==> config.mk <==
export PLATFORM = sky130hd
export DESIGN_NAME = address_mode_sequencer
export DESIGN_NICKNAME = d
export VERILOG_FILES = /design/src/rtl/address_mode_sequencer.sv
export SDC_FILE = /design/constraint.sdc
export NUM_CORES = 1
export LEC_CHECK = 0
export CAP_MARGIN = 20
export CORE_ASPECT_RATIO = 0.75
export CORE_UTILIZATION = 40
export CTS_CLUSTER_SIZE = 16
export DETAILED_ROUTE_END_ITERATION = 12
export GPL_TIMING_DRIVEN = 0
export PLACE_DENSITY = 0.73
export SLEW_MARGIN = 0
export SYNTH_ARGS = -nofsm -noshare
export SYNTH_HDL_FRONTEND = slang
export SYNTH_SLANG_ARGS = --single-unit
==> constraint.sdc <==
create_clock -name clk -period 2.8 [get_ports clk]
set_input_delay 0.56 -clock clk [delete_from_list [all_inputs] [get_ports clk]]
set_output_delay 0.56 -clock clk [all_outputs]
set_load 0.005 [all_outputs]
==> src/rtl/address_mode_sequencer.sv <==
// 6502 operand / effective-address sequencer: fetches operand bytes, indexes and
// dereferences pointers, returns ea with a done pulse. Define CMOS_IND_FIX_EN for 65C02 IND.
module address_mode_sequencer #(
  parameter int DATA_W          = 8,
  parameter int STORE_FIX_CYCLE = 1,
  localparam int ADDR_W         = 2*DATA_W
) (
  input  logic              clk,
  input  logic              res,
  input  logic              rdy,
  input  logic              start,
  input  logic [3:0]        mode,
  input  logic              is_store,
  input  logic [DATA_W-1:0] index_x,
  input  logic [DATA_W-1:0] index_y,
  input  logic [DATA_W-1:0] data_in,
  output logic              pc_enable,
  output logic [1:0]        address_select,
  output logic [ADDR_W-1:0] mem_addr,
  output logic [ADDR_W-1:0] ea,
  output logic              done,
  output logic              busy,
  output logic              page_cross,
  output logic              mode_error
);

  localparam logic [3:0] M_IMP   = 4'd0;
  localparam logic [3:0] M_IMM   = 4'd1;
  localparam logic [3:0] M_ZPG   = 4'd2;
  localparam logic [3:0] M_ZPG_X = 4'd3;
  localparam logic [3:0] M_ZPG_Y = 4'd4;
  localparam logic [3:0] M_ABS   = 4'd5;
  localparam logic [3:0] M_ABS_X = 4'd6;
  localparam logic [3:0] M_ABS_Y = 4'd7;
  localparam logic [3:0] M_IND   = 4'd8;
  localparam logic [3:0] M_IND_X = 4'd9;
  localparam logic [3:0] M_IND_Y = 4'd10;

  localparam logic [DATA_W-1:0] ONE  = DATA_W'(1);
  localparam logic              SFIX = (STORE_FIX_CYCLE != 0);

  typedef enum logic [2:0] {
    S_IDLE, S_FETCH_LO, S_FETCH_HI, S_INDEX_ADD,
    S_PTR_LO, S_PTR_HI, S_FIX_HI, S_DONE
  } state_t;

  state_t            state, state_n;
  logic [3:0]        mode_q, mode_n;
  logic              store_q, store_n;
  logic [DATA_W-1:0] idx_q, idx_n;
  logic [DATA_W-1:0] lo, lo_n, hi, hi_n;
  logic [DATA_W-1:0] ptr, ptr_n, ptr_hi, ptr_hi_n;
  logic              carry_q, carry_n;
  logic              pcross_q, pcross_n;
  logic              err_q, err_n;
  logic [ADDR_W-1:0] ea_q;
  logic [DATA_W:0]   sum;
  logic              need_fix;
  logic [DATA_W-1:0] ptr_hi_rd;

  assign sum      = {1'b0, lo} + {1'b0, idx_q};
  assign need_fix = sum[DATA_W] | (store_q & SFIX);

`ifdef CMOS_IND_FIX_EN
  // 65C02: the second IND pointer byte carries into the pointer high byte
  assign ptr_hi_rd = (mode_q == M_IND && ptr == '1) ? ptr_hi + ONE : ptr_hi;
`else
  // NMOS: the second pointer byte always wraps within the page
  assign ptr_hi_rd = ptr_hi;
`endif

  always_comb begin
    state_n  = state;
    mode_n   = mode_q;
    store_n  = store_q;
    idx_n    = idx_q;
    lo_n     = lo;
    hi_n     = hi;
    ptr_n    = ptr;
    ptr_hi_n = ptr_hi;
    carry_n  = carry_q;
    pcross_n = pcross_q;
    err_n    = err_q;
    case (state)
      S_IDLE: if (start) begin
        mode_n   = mode;
        store_n  = is_store;
        idx_n    = (mode == M_ZPG_Y || mode == M_ABS_Y || mode == M_IND_Y) ? index_y : index_x;
        lo_n     = '0;
        hi_n     = '0;
        ptr_n    = '0;
        ptr_hi_n = '0;
        carry_n  = 1'b0;
        pcross_n = 1'b0;
        err_n    = (mode > M_IND_Y);
        state_n  = (mode == M_IMP || mode > M_IND_Y) ? S_DONE : S_FETCH_LO;
      end
      S_FETCH_LO: begin
        lo_n  = data_in;
        ptr_n = data_in;
        case (mode_q)
          M_IMM, M_ZPG:            state_n = S_DONE;
          M_ZPG_X, M_ZPG_Y, M_IND_X: state_n = S_INDEX_ADD;
          M_IND_Y:                 state_n = S_PTR_LO;
          default:                 state_n = S_FETCH_HI;
        endcase
      end
      S_FETCH_HI: begin
        hi_n    = data_in;
        state_n = S_DONE;
        if (mode_q == M_IND) begin
          ptr_n    = lo;
          ptr_hi_n = data_in;
          state_n  = S_PTR_LO;
        end else if (mode_q == M_ABS_X || mode_q == M_ABS_Y) begin
          lo_n     = sum[DATA_W-1:0];
          carry_n  = sum[DATA_W];
          pcross_n = sum[DATA_W];
          state_n  = need_fix ? S_FIX_HI : S_DONE;
        end
      end
      S_INDEX_ADD: begin
        // zero-page indexing: carry is discarded
        lo_n    = sum[DATA_W-1:0];
        ptr_n   = sum[DATA_W-1:0];
        state_n = (mode_q == M_IND_X) ? S_PTR_LO : S_DONE;
      end
      S_PTR_LO: begin
        lo_n    = data_in;
        state_n = S_PTR_HI;
      end
      S_PTR_HI: begin
        hi_n    = data_in;
        state_n = S_DONE;
        if (mode_q == M_IND_Y) begin
          lo_n     = sum[DATA_W-1:0];
          carry_n  = sum[DATA_W];
          pcross_n = sum[DATA_W];
          state_n  = need_fix ? S_FIX_HI : S_DONE;
        end
      end
      S_FIX_HI: begin
        hi_n    = hi + {{(DATA_W-1){1'b0}}, carry_q};
        state_n = S_DONE;
      end
      S_DONE:  state_n = S_IDLE;
      default: state_n = S_IDLE;
    endcase
  end

  always_ff @(posedge clk) begin
    if (res) begin
      state    <= S_IDLE;
      mode_q   <= '0;
      store_q  <= 1'b0;
      idx_q    <= '0;
      lo       <= '0;
      hi       <= '0;
      ptr      <= '0;
      ptr_hi   <= '0;
      carry_q  <= 1'b0;
      pcross_q <= 1'b0;
      err_q    <= 1'b0;
      ea_q     <= '0;
    end else if (rdy) begin
      state    <= state_n;
      mode_q   <= mode_n;
      store_q  <= store_n;
      idx_q    <= idx_n;
      lo       <= lo_n;
      hi       <= hi_n;
      ptr      <= ptr_n;
      ptr_hi   <= ptr_hi_n;
      carry_q  <= carry_n;
      pcross_q <= pcross_n;
      err_q    <= err_n;
      if (state_n == S_DONE && state != S_DONE)
        ea_q <= err_n ? '0 : {hi_n, lo_n};
    end
  end

  always_comb begin
    mem_addr = '0;
    case (state)
      S_PTR_LO: mem_addr = {ptr_hi, ptr};
      S_PTR_HI: mem_addr = {ptr_hi_rd, ptr + ONE};
      default:  mem_addr = '0;
    endcase
  end

  assign pc_enable      = rdy & (state == S_FETCH_LO || state == S_FETCH_HI);
  assign address_select = (state == S_PTR_LO || state == S_PTR_HI) ? 2'd1 : 2'd0;
  assign done           = (state == S_DONE);
  assign busy           = (state != S_IDLE);
  assign ea             = ea_q;
  assign page_cross     = pcross_q;
  assign mode_error     = err_q;

endmodule

# --- After elaboration in Yosys (flattened, before gate mapping) ---
# Index checks and enable logic that the tools add are counted.
word_totals:
  in_bits: 33
  regBits: 66
op_classes:
  mux: 32
  n_reduce_logical: 22
  order_cmp: 1
  eq_ne: 26
  add_sub_neg: 3
  bitwise_logic: 2
op_table:
  columns: ["operator", "n"]
  rows:
  - ["$mux 8", 9]
  - ["$pmux 8 s5", 1]
  - ["$pmux 16 s2", 1]
  - ["$pmux 8 s4", 1]
  - ["$pmux 3 s8", 1]
  - ["$pmux 8 s3", 1]
  - ["$eq 4x3->1 const B", 5]
  - ["$eq 4x4->1 const B", 4]
  - ["$mux 16", 1]
  - ["$pmux 8 s2", 1]
  - ["$eq 3x3->1 const B", 5]
  - ["$mux 1", 10]
  - ["$ne 2x2->1 const B", 5]
  - ["$add 8x8->9", 1]
  - ["$pmux 3 s3", 1]
  - ["$add 8x1->8", 1]
  - ["$add 8x1->8 const B", 1]
  - ["$eq 4x2->1 const B", 2]
  - ["$reduce_and 4->1", 2]
  - ["$eq 3x2->1 const B", 2]
  - ["$logic_or 1x1->1", 6]
  - ["$mux 3", 2]
  - ["$reduce_and 6->1", 1]
  - ["$reduce_bool 3->1", 2]
  - ["other kinds (17)", 20]

# --- Logic depth before layout (Yosys ltp) ---
# Gate-level depths: netlist of the first run.
depth:
  depth_word: 9
  mapped_depth: 12

# --- Worst setup path after synthesis of the first run ---
# No wires, ideal clock.
synth_path:
  kind: "register -> register"
  from: "register lo[0]"
  to: "register ea_q[4] (netlist: ea[4])"
  path_stages_with_launch: 12
  setup_slack_ps: 623
  path_buffers: 1
  setup_ps: 114
  synth_period_minus_slack_ps: 2177
  arrival_ps: 2063
  required_time_ps: 2686
  cell_sequence: "dfxtp_1 -> ha_1 -> inv_1 -> fa_1 -> nor2b_1 -> o31ai_1 -> a21oi_1 -> a211o_1 -> a21oi_2 -> buf_6 -> nor3b_2 -> a21o_1"
synth_between:
  elab_chain_cells: 9
  word_cells_on_any_way: 15
synth_rtl:
  columns: ["element", "line_no", "text"]
  rows:
  - ["start, declared", "51", "logic [DATA_W-1:0] lo, lo_n, hi, hi_n;"]
  - ["start signal, assigned", "170", "lo <= lo_n;"]
  - ["$add 8x8->9 *", "61", "assign sum = {1'b0, lo} + {1'b0, idx_q};"]
  - ["$or 1x1->1", "62", "assign need_fix = sum[DATA_W] | (store_q & SFIX);"]
  - ["$mux 1", "119, 139", null]
  - ["$mux 1", "115", "end else if (mode_q == M_ABS_X || mode_q == M_ABS_Y) begin"]
  - ["$mux 2", "111", "if (mode_q == M_IND) begin"]
  - ["$pmux 3 s8", "84", "case (state)"]
  - ["$eq 3x3->1", "177", "if (state_n == S_DONE && state != S_DONE)"]
  - ["$logic_and 1x1->1", "177", null]
  - ["$reduce_and 2->1 (no line)", null, null]
  - ["end signal, assigned", "178", "ea_q <= err_n ? '0 : {hi_n, lo_n};"]
  - ["end, declared", "56", "logic [ADDR_W-1:0] ea_q;"]
# Every way passes the cells marked *; elsewhere a longest branch is shown, timed or not.
# A chain may end at the register's enable or synchronous reset.

# --- Worst setup path after layout of the first run ---
layout_path:
  from: "register state[0]"
  to: "output port mem_addr[6]"
layout_between:
  elab_chain_cells: 2
  word_cells_on_any_way: 3
layout_rtl:
  columns: ["element", "line_no", "text"]
  rows:
  - ["start, declared", "47", "state_t state, state_n;"]
  - ["start signal, assigned", "166", "state <= state_n;"]
  - ["$eq 3x3->1", "184", "case (state)"]
  - ["$pmux 16 s2 *", "184", null]
  - ["end, declared", "19", "output logic [ADDR_W-1:0] mem_addr,"]
# Marks and branches as above.

==> impl_results.md, run 1 <==
* Share of the synthesized area in the top cell type at 32.4%
* Placeable Area at 0.00977 mm2
* DRC Markers at 0
* Critical Path Start: state[0]$_SDFFE_PP0P_
* Data required, critical path at 2.24 ns
* Initial antenna violation count at 0
* Setup_tns at 0 ns
* ANT cells at 0
* Worst reg-to-reg path cell count at 11
* Yosys warns at 0
* CP Launch Type: flop
* Crit path DAT at 2.13 ns
* Syn_nets at 542
* Post-Place Setup Slack at -0.105 ns
* Delay of the slowest cell on the worst path at 0.52 ns
* Share of post-route cells with drive strength above 1 at 11.8%
* Worst r2r src: lo[0]$_SDFFE_PP0P_
* Status: finished clean
* Critical path buffers and inverters at 3
* Asr flop ratio synth at 0%
* Ports at 72
* Mapped Area at 0.00407 mm2
* Lkg Pwr at 2.10 nW
* Max Transition Viols Final at 0
* CTS max path bufs at 2
* Routability cong. at 0.939
* CP delay by family, top: buffers and inverters
* Remaining antenna violation count at 0
* Largest net degree at the start of global routing at 20
* Detail Placement HPWL at 9230 um
* CP max FO at 11
* Register bit total from synthesis at 66
* Filler instances at 911
* Starting Density at 41.7%
* Starting DRT DRC Count at 462
* Skew final at 0.00623 ns
* Final Power at 2.98 mW
* Std-Cell Rows at 31
* Die H at 89.4 um
* Worst reg2reg setup slack at 0.25 ns
* CTS tree: yes
* Total gr overflow at 0
* Most used DFF post-synth: dfxtp_1
* TritonCTS Buffers at 9
* Fmax at 372 MHz
* Cell Pwr Density at 560 mW/mm2
* Period minus WS final at 2.69 ns
* Post-synth EDFFs at 0
* Vias in the first global route at 3652
* Syn-to-layout area delta at 30.7%
* Synth Area per Inst at 8.19 um2
* Count of cell types in the netlist at 68
* PortBufs at 68
* Crit. End Element: primary output
* Fin. Hold Viols at 0
* Pre-Repair DR Iteration Count at 5
* DRT Wirelength at 12100 um
* First-pass GRT wire length at 19100 um
* Clock root buffer: clkbuf_16
* Peak supply drop at 0.000355 V
* Die ar. at 0.0106 mm2
* WL/cell at 16.8 um
* R2R Path End: lo[6]$_SDFFE_PP0P_
* Final number of setup-violating endpoints at 0
* CTS sink cnt at 66
* Slowest CP cell: clkdlybuf4s50_1
* Sequential cell area fraction in the yosys report at 32.4%
* Average vias per placed instance at 5.66
* Critical setup path kind: flop to primary output
* CP Capture Point: mem_addr[6]
* Synth area leader: dfxtp_1
* Final WS setup at 0.111 ns
* Top cells by area, synth: dfxtp_1 32%, nor2_1 6.1%, a211oi_1 5.2%, a21oi_1 4.4%, nand2_1 3.6%
* RSZ-0062 raised after global routing: no
* Synth Instances at 497
* Via Count at 4056
* Worst skew pair latency at 0.34 ns
* Die width at 119 um
* Worst slew margin at 51.5%
* Critical path depth at 6
* Clock-pin slew on the worst setup and hold paths at 0.05 ns
* Nets at 626
* Crit path cell chain: buf_6, buf_12, nand4_1, or3_1, a21oi_1, clkdlybuf4s50_1
* Hold-fix buffers, CTS at 0
* All-Layer GR Usage at 23.5%
* Tightest Pin Transition at 0.728 ns
* H-tree levels at 3
* Number of max-cap violations at 0
* Part of the cycle the worst path needs at 96.0%
* Worst hold path class: flop to flop
[worst min path at each step]
| stage | slack [ns] | cells past startpoint | startpoint | endpoint |
|---|---|---|---|---|
| 2_1_floorplan | 0.43 | 2 | ptr_hi[0]$_SDFFE_PP0P_ | ptr_hi[0]$_SDFFE_PP0P_ |
| 5_1_grt | 0.47 | 2 | ptr_hi[7]$_SDFFE_PP0P_ | ptr_hi[7]$_SDFFE_PP0P_ |
| 3_5_place_dp | 0.44 | 2 | ptr_hi[6]$_SDFFE_PP0P_ | ptr_hi[6]$_SDFFE_PP0P_ |
| 3_3_place_gp | 0.44 | 2 | ptr_hi[1]$_SDFFE_PP0P_ | ptr_hi[1]$_SDFFE_PP0P_ |
| 6_report | 0.45 | 2 | ptr_hi[6]$_SDFFE_PP0P_ | ptr_hi[6]$_SDFFE_PP0P_ |
| 4_1_cts | 0.45 | 2 | ptr_hi[6]$_SDFFE_PP0P_ | ptr_hi[6]$_SDFFE_PP0P_ |
[placed cells by master, fill, tap and decap left out, drive strengths merged, types with 6 or more instances in the layout]
cell,n
a211oi,28
a21o,15
a21oi,38
a222oi,10
a22oi,7
and2,12
buf,25
clkbuf,28
clkdlybuf4s50,68
dfxtp,66
ha,11
inv,16
mux2i,10
nand2,41
nand2b,7
nand3,13
nor2,66
nor3,10
nor3b,16
o21ai,18
xnor2,7
xor2,6
[repair_timing]
item                       CTS  global route
pin swaps                    0             2
setup endpoints to repair    8            20
cloned                       0             0
resized for setup            5             4
setup buffers                1             5
[power breakdown]
group	internal (mW)	switching (mW)
logic	0.277	0.379
clock network	0.864	0.413
registers	0.992	0.0541
[cells by family (layout without fill, tap and decap cells)]
logic type               count (synthesis)  count (layout)  share of synthesized area [%]
AO/OA/AOI/OAI                          151             151                           27.2
XOR/XNOR                                13              13                           2.80
adder cells (fa/ha/maj)                 12              12                           3.87
buffers and inverters                   54             142                           6.39
flip-flops                              66              66                           32.4
multiplexers                            14              14                           3.56
other                                    1               1                         0.0921
AND/OR/NAND/NOR                        186             186                           23.6
[synth_stat cells, types with 3 or more instances]
cell type and count:
o21ai_2 3, nor3b_2 4, a21oi_1 36, a222oi_1 10, nand2_1 39, a22o_1 3
xnor2_1 7, buf_4 3, clkbuf_1 18, mux2i_1 10, a21o_1 15, xor2_1 6
nor3b_1 12, and2_1 12, nand3_1 13, buf_2 13, o21ai_1 6, a31oi_1 5
inv_2 3, a221oi_1 4, nor3_1 9, dfxtp_1 66, buf_6 4, and3_1 5
a211oi_1 28, nor2b_1 3, o21ai_0 9, a22oi_1 7, nand2b_1 7, ha_1 11
nor2_1 66, o32ai_2 3, inv_1 13, mux2_2 4
[cell type report]
| cell class | count | area (um2) | area share [%] |
|---|---|---|---|
| Timing Repair Buffer | 74 | 726 | 13.6 |
| Tap cell | 132 | 165 | 3.10 |
| Multi-Input combinational cell | 377 | 2500 | 47.0 |
| Clock inverter | 5 | 104 | 1.95 |
| Sequential cell | 66 | 1320 | 24.9 |
| Buffer | 37 | 216 | 4.07 |
| Inverter | 16 | 60.1 | 1.13 |
| Clock buffer | 10 | 229 | 4.30 |
[worst reg2reg max path, cell delays in order (launching register included)]
cell	delay, ns
dfxtp_1	0.38
ha_1	0.20
inv_1	0.06
fa_1	0.40
nor2b_1	0.20
o31ai_2	0.11
nand2b_1	0.08
a21oi_1	0.08
xnor2_1	0.35
a222oi_1	0.17
buf_4	0.22
a211oi_1	0.22
[flip-flops by register name (all words and copies together) (netlist names), 3 cells and up]
signal and count:
ea 16, hi 8, idx_q 8, lo 8, ptr 8, ptr_hi 8
mode_q 4, state 3
[routing by layer]
layer  vias up  wire (um)  global-route usage (%)
li1       1974          -                       -
met1      1892       5510                    31.0
met2       164       5240                    36.9
met3        26       1050                    7.59
met4         0        267                    6.67
met5         -          0                       0
[per-stage QoR]
| stage | instance area (um2) | hold WS, ns | std cells | util, % |
|---|---|---|---|---|
| after global routing | 5320 | 0.474 | 717 | 54.4 |
| after CTS | 5270 | 0.449 | 712 | 53.9 |
| final | 5320 | 0.450 | 717 | 54.4 |
| after detailed placement | 4920 | 0.443 | 697 | 50.3 |
| after global placement | 4920 | 0.440 | 697 | 50.3 |
| after floorplan | 4070 | 0.427 | 497 | - |
No activity file was read; power rests on OpenSTA's default activity.
==> run 2: changes to the inputs <==
--- a/config.mk
+++ b/config.mk
@@ -5,6 +5,7 @@
 export SDC_FILE = /design/constraint.sdc
 export NUM_CORES = 1
 export LEC_CHECK = 0
+export ABC_AREA = 1
 export CAP_MARGIN = 20
 export CORE_ASPECT_RATIO = 0.75
 export CORE_UTILIZATION = 40
@@ -16,3 +17,4 @@
 export SYNTH_ARGS = -nofsm -noshare
 export SYNTH_HDL_FRONTEND = slang
 export SYNTH_SLANG_ARGS = --single-unit
+export TNS_END_PERCENT = 30
==> impl_results.md, run 2 <==
* Tightest Pin Transition at 0.635 ns (was 0.728 ns)
* Crit path DAT at 2.14 ns (was 2.13 ns)
* Average vias per placed instance at 5.23 (was 5.66)
* WL/cell at 15.3 um (was 16.8 um)
* Vias in the first global route at 4408 (was 3652)
* Die ar. at 0.0110 mm2 (was 0.0106 mm2)
* Peak supply drop at 0.000275 V (was 0.000355 V)
* Final number of setup-violating endpoints at 0 (unchanged)
* Register bit total from synthesis at 66 (unchanged)
* Syn_nets at 713 (was 542)
* Worst reg2reg setup slack at 0.26 ns (was 0.25 ns)
* Mux cell area share after synthesis at 0% (was 3.56%)
* H-tree levels at 3 (unchanged)
* Highest-count cells in the layout ignoring fill and taps: 196 x nand2_1, 97 x inv_1, 69 x clkdlybuf4s50_1 (was 68 x clkdlybuf4s50_1, 65 x nor2_1, 65 x dfxtp_1)
* Pre-Repair DR Iteration Count at 5 (unchanged)
* Worst reg-to-reg path cell count at 16 (was 11)
* Sequential power share at 35.8% (was 35.1%)
* Initial antenna violation count at 0 (unchanged)
* CTS max path bufs at 2 (unchanged)
* ANT cells at 0 (unchanged)
* Hold-fix buffers, CTS at 0 (unchanged)
* Die width at 121 um (was 119 um)
* Hold Startpoint: ea[1]$_SDFFE_PP0P_ (was ptr_hi[6]$_SDFFE_PP0P_)
* Nets at 793 (was 626)
* Period minus WS final at 2.70 ns (was 2.69 ns)
* Most numerous cell in the Yosys netlist: nand2_1
* Yosys warns at 0 (unchanged)
* Synth Area per Inst at 6.34 um2 (was 8.19 um2)
* Data required, critical path at 2.24 ns (about the same)
* Slowest CP cell: clkdlybuf4s50_1 (unchanged)
* CP Launch Type: input port (was flop)
* Final Util at 52.7% (was 54.4%)
* CP max FO at 10 (was 11)
* Fmax at 371 MHz (was 372 MHz)
* Cell Area, Placed at 0.00510 mm2 (was 0.00492 mm2)
* Largest family of logic cells by synthesized area: simple AND/OR/NAND/NOR gates (was compound AO/OA/AOI/OAI gates)
* CTS tree: yes (unchanged)
* Sw Ratio at 31.4% (was 28.4%)
* TritonCTS Buffers at 9 (unchanged)
* Switching pwr at 0.926 mW (was 0.846 mW)
* Die H at 91.1 um (was 89.4 um)
* Total gr overflow at 0 (unchanged)
* DRC Markers at 0 (unchanged)
* Routability cong. at 0.895 (was 0.939)
* Asr flop ratio synth at 0% (unchanged)
* Fin. Hold Viols at 0 (unchanged)
* Most used DFF post-synth: dfxtp_1 (unchanged)
* Synth Area in Simple Gates at 33.4% (was 23.6%)
* Max Transition Viols Final at 0 (unchanged)
* Placed cell count at 873 (was 697)
* Remaining antenna violation count at 0 (unchanged)
* CTS sink cnt at 66 (unchanged)
* Lkg Pwr at 2.47 nW (was 2.10 nW)
* Ports at 72 (unchanged)
* Largest register FFs at 16 (unchanged)
* Clock power share at 39.7% (was 42.9%)
* Cell Pwr Density at 542 mW/mm2 (was 560 mW/mm2)
* Clock root buffer: clkbuf_16 (unchanged)
* Share of the synthesized area in the top cell type at 31.2% (was 32.4%)
* Synth area leader: dfxtp_1 (unchanged)
* PortBufs at 69 (was 68)
* Number of max-cap violations at 0 (unchanged)
* Share of post-route cells with drive strength above 1 at 7.45% (was 11.8%)
* Synth Instances at 668 (was 497)
* Post-route cell area at 0.00543 mm2 (was 0.00532 mm2)
* Detail Placement HPWL at 10700 um (was 9230 um)
* Delay of the slowest cell on the worst path at 0.58 ns (was 0.52 ns)
* Sequential cell area fraction in the yosys report at 31.2% (was 32.4%)
* Status: finished clean (unchanged)
* R2R Path End: ea[0]$_SDFFE_PP0P_ (was lo[6]$_SDFFE_PP0P_)
* Crit path cell chain: clkdlybuf4s50_1, buf_6, clkinvlp_4, a21oi_1, clkdlybuf4s50_1 (was buf_6, buf_12, nand4_1, or3_1, a21oi_1, clkdlybuf4s50_1)
* Gate power share at 24.5% (was 22.0%)
* Clock-pin slew on the worst setup and hold paths at 0.05 ns (about the same)
* Starting Density at 41.2% (was 41.7%)
* All-Layer GR Usage at 26.2% (was 23.5%)
* Worst r2r src: lo[0]$_SDFFE_PP0P_ (unchanged)
* Largest net degree at the start of global routing at 14 (was 20)
* Worst slew margin at 57.7% (was 51.5%)
* Via Count at 4645 (was 4056)
* Cell Int Power at 2.02 mW (was 2.13 mW)
* First-pass GRT wire length at 22200 um (was 19100 um)
* Synth Area in Compound Gates at 18.4% (was 27.2%)
* Skew final at 0.00647 ns (was 0.00623 ns)
* Syn-to-layout area delta at 28.1% (was 30.7%)
* Starting DRT DRC Count at 249 (was 462)
* DRT Wirelength at 13600 um (was 12100 um)
* Placeable Area at 0.0103 mm2 (was 0.00977 mm2)
* Critical setup path kind: input port to primary output (was flop to primary output)
* Finished Layout Cells at 888 (was 717)
* Std-Cell Rows at 32 (was 31)
* WHS Path Cells at 2 (unchanged)
* Top cells by area, synth: dfxtp_1 31%, nand2_1 17%, inv_1 8.7%, a21oi_1 6.9%, nand3_1 6.0% (was dfxtp_1 32%, nor2_1 6.1%, a211oi_1 5.2%, a21oi_1 4.4%, nand2_1 3.6%)
* Leading cell type in the layout, fill and taps excluded: nand2_1 (was clkdlybuf4s50_1)
* Worst hold endpoint: ea[1]$_SDFFE_PP0P_ (was ptr_hi[6]$_SDFFE_PP0P_)
* Mapped Area at 0.00424 mm2 (was 0.00407 mm2)
* Post-synth EDFFs at 0 (unchanged)
* Post-synthesis adder-cell area fraction at 3.72% (was 3.87%)
* Worst skew pair latency at 0.33 ns (was 0.34 ns)
* Worst hold path class: flop to flop (unchanged)
* Worst path most repeated cell: clkdlybuf4s50_1
* Count of cell types in the netlist at 42 (was 68)
* Part of the cycle the worst path needs at 96.3% (was 96.0%)
* Synth cell count leaders: 196 x nand2_1, 98 x inv_1, 66 x dfxtp_1, 58 x a21oi_1, 51 x nand3_1 (was 66 x dfxtp_1, 66 x nor2_1, 39 x nand2_1, 36 x a21oi_1, 28 x a211oi_1)
* Crit. End Element: primary output (unchanged)
* Xor/xnor cell area share of the yosys netlist at 0.827% (was 2.80%)
## run 2: power by group through the flow
stage	logic (mW)	clock network, mW	registers (mW)
after floorplan	0.461	0	1.06
after global placement	0.696	0	1.07
after detailed placement	0.704	0	1.07
after CTS	0.710	1.19	1.05
after global routing	0.800	1.22	1.06
final	0.721	1.17	1.05
## run 2: routing by layer
layer / track usage [%] / wire length, um
met1: 36.6 / 6790
met2: 40.3 / 5760
met3: 4.84 / 749
met4: 8.64 / 282
met5: 0 / 0
## run 2: area by class of cell
type / count / area (um2)
Fill cell: 1025 / 4860
Multi-Input combinational cell: 472 / 2390
Sequential cell: 66 / 1320
Timing Repair Buffer: 70 / 698
Inverter: 108 / 410
Clock buffer: 13 / 270
Tap cell: 136 / 170
Buffer: 21 / 125
Clock inverter: 2 / 35.0
## run 2: per-stage QoR
stage / setup WS [ns] / hold WS [ns] / power (mW) / TNS (ns)
after floorplan: 0.732 / 0.430 / 1.52 / 0
after global placement: -0.679 / 0.452 / 1.77 / -0.729
after detailed placement: -0.651 / 0.454 / 1.78 / -0.875
after CTS: 0.0162 / 0.463 / 2.95 / 0
after global routing: -0.0128 / 0.481 / 3.09 / -0.0128
final: 0.104 / 0.463 / 2.94 / 0
## run 2: cells by family (layout without fill, tap and decap cells)
logic type	after synthesis	in the layout
buf+inv	130	214
compound gates	131	131
simple gates	324	324
xor+xnor	4	4
other cells	1	1
flops	66	66
fa+ha+maj	12	12
## run 2: repair_timing
item | 4_1_cts | 5_1_grt
pin swaps | 0 | 0
buffers inserted | 1 | 0
gates resized for setup | 4 | 7
hold endpoints to repair | 0 | 0
setup endpoints to repair | 2 | 2
gates cloned | 0 | 0
## run 2: how the worst max path moves through the flow
| stage | start | to | slack (ns) | cells after the start |
|---|---|---|---|---|
| 5_1_grt | ptr[0]$_SDFFE_PP0P_ | mem_addr[6] | -0.01 | 10 |
| 3_5_place_dp | rdy | pc_enable | -0.65 | 6 |
| 4_1_cts | rdy | pc_enable | 0.02 | 5 |
| 2_1_floorplan | lo[0]$_SDFFE_PP0P_ | ea[0]$_SDFFE_PP0P_ | 0.73 | 16 |
| 3_3_place_gp | rdy | pc_enable | -0.68 | 6 |
| 6_report | rdy | pc_enable | 0.10 | 5 |
## run 2: critical path: cells and delay by family
family | cells | cell delay [ns]
AOI/OAI and AO/OA | 1 | 0.16
buffers and inverters | 4 | 1.41
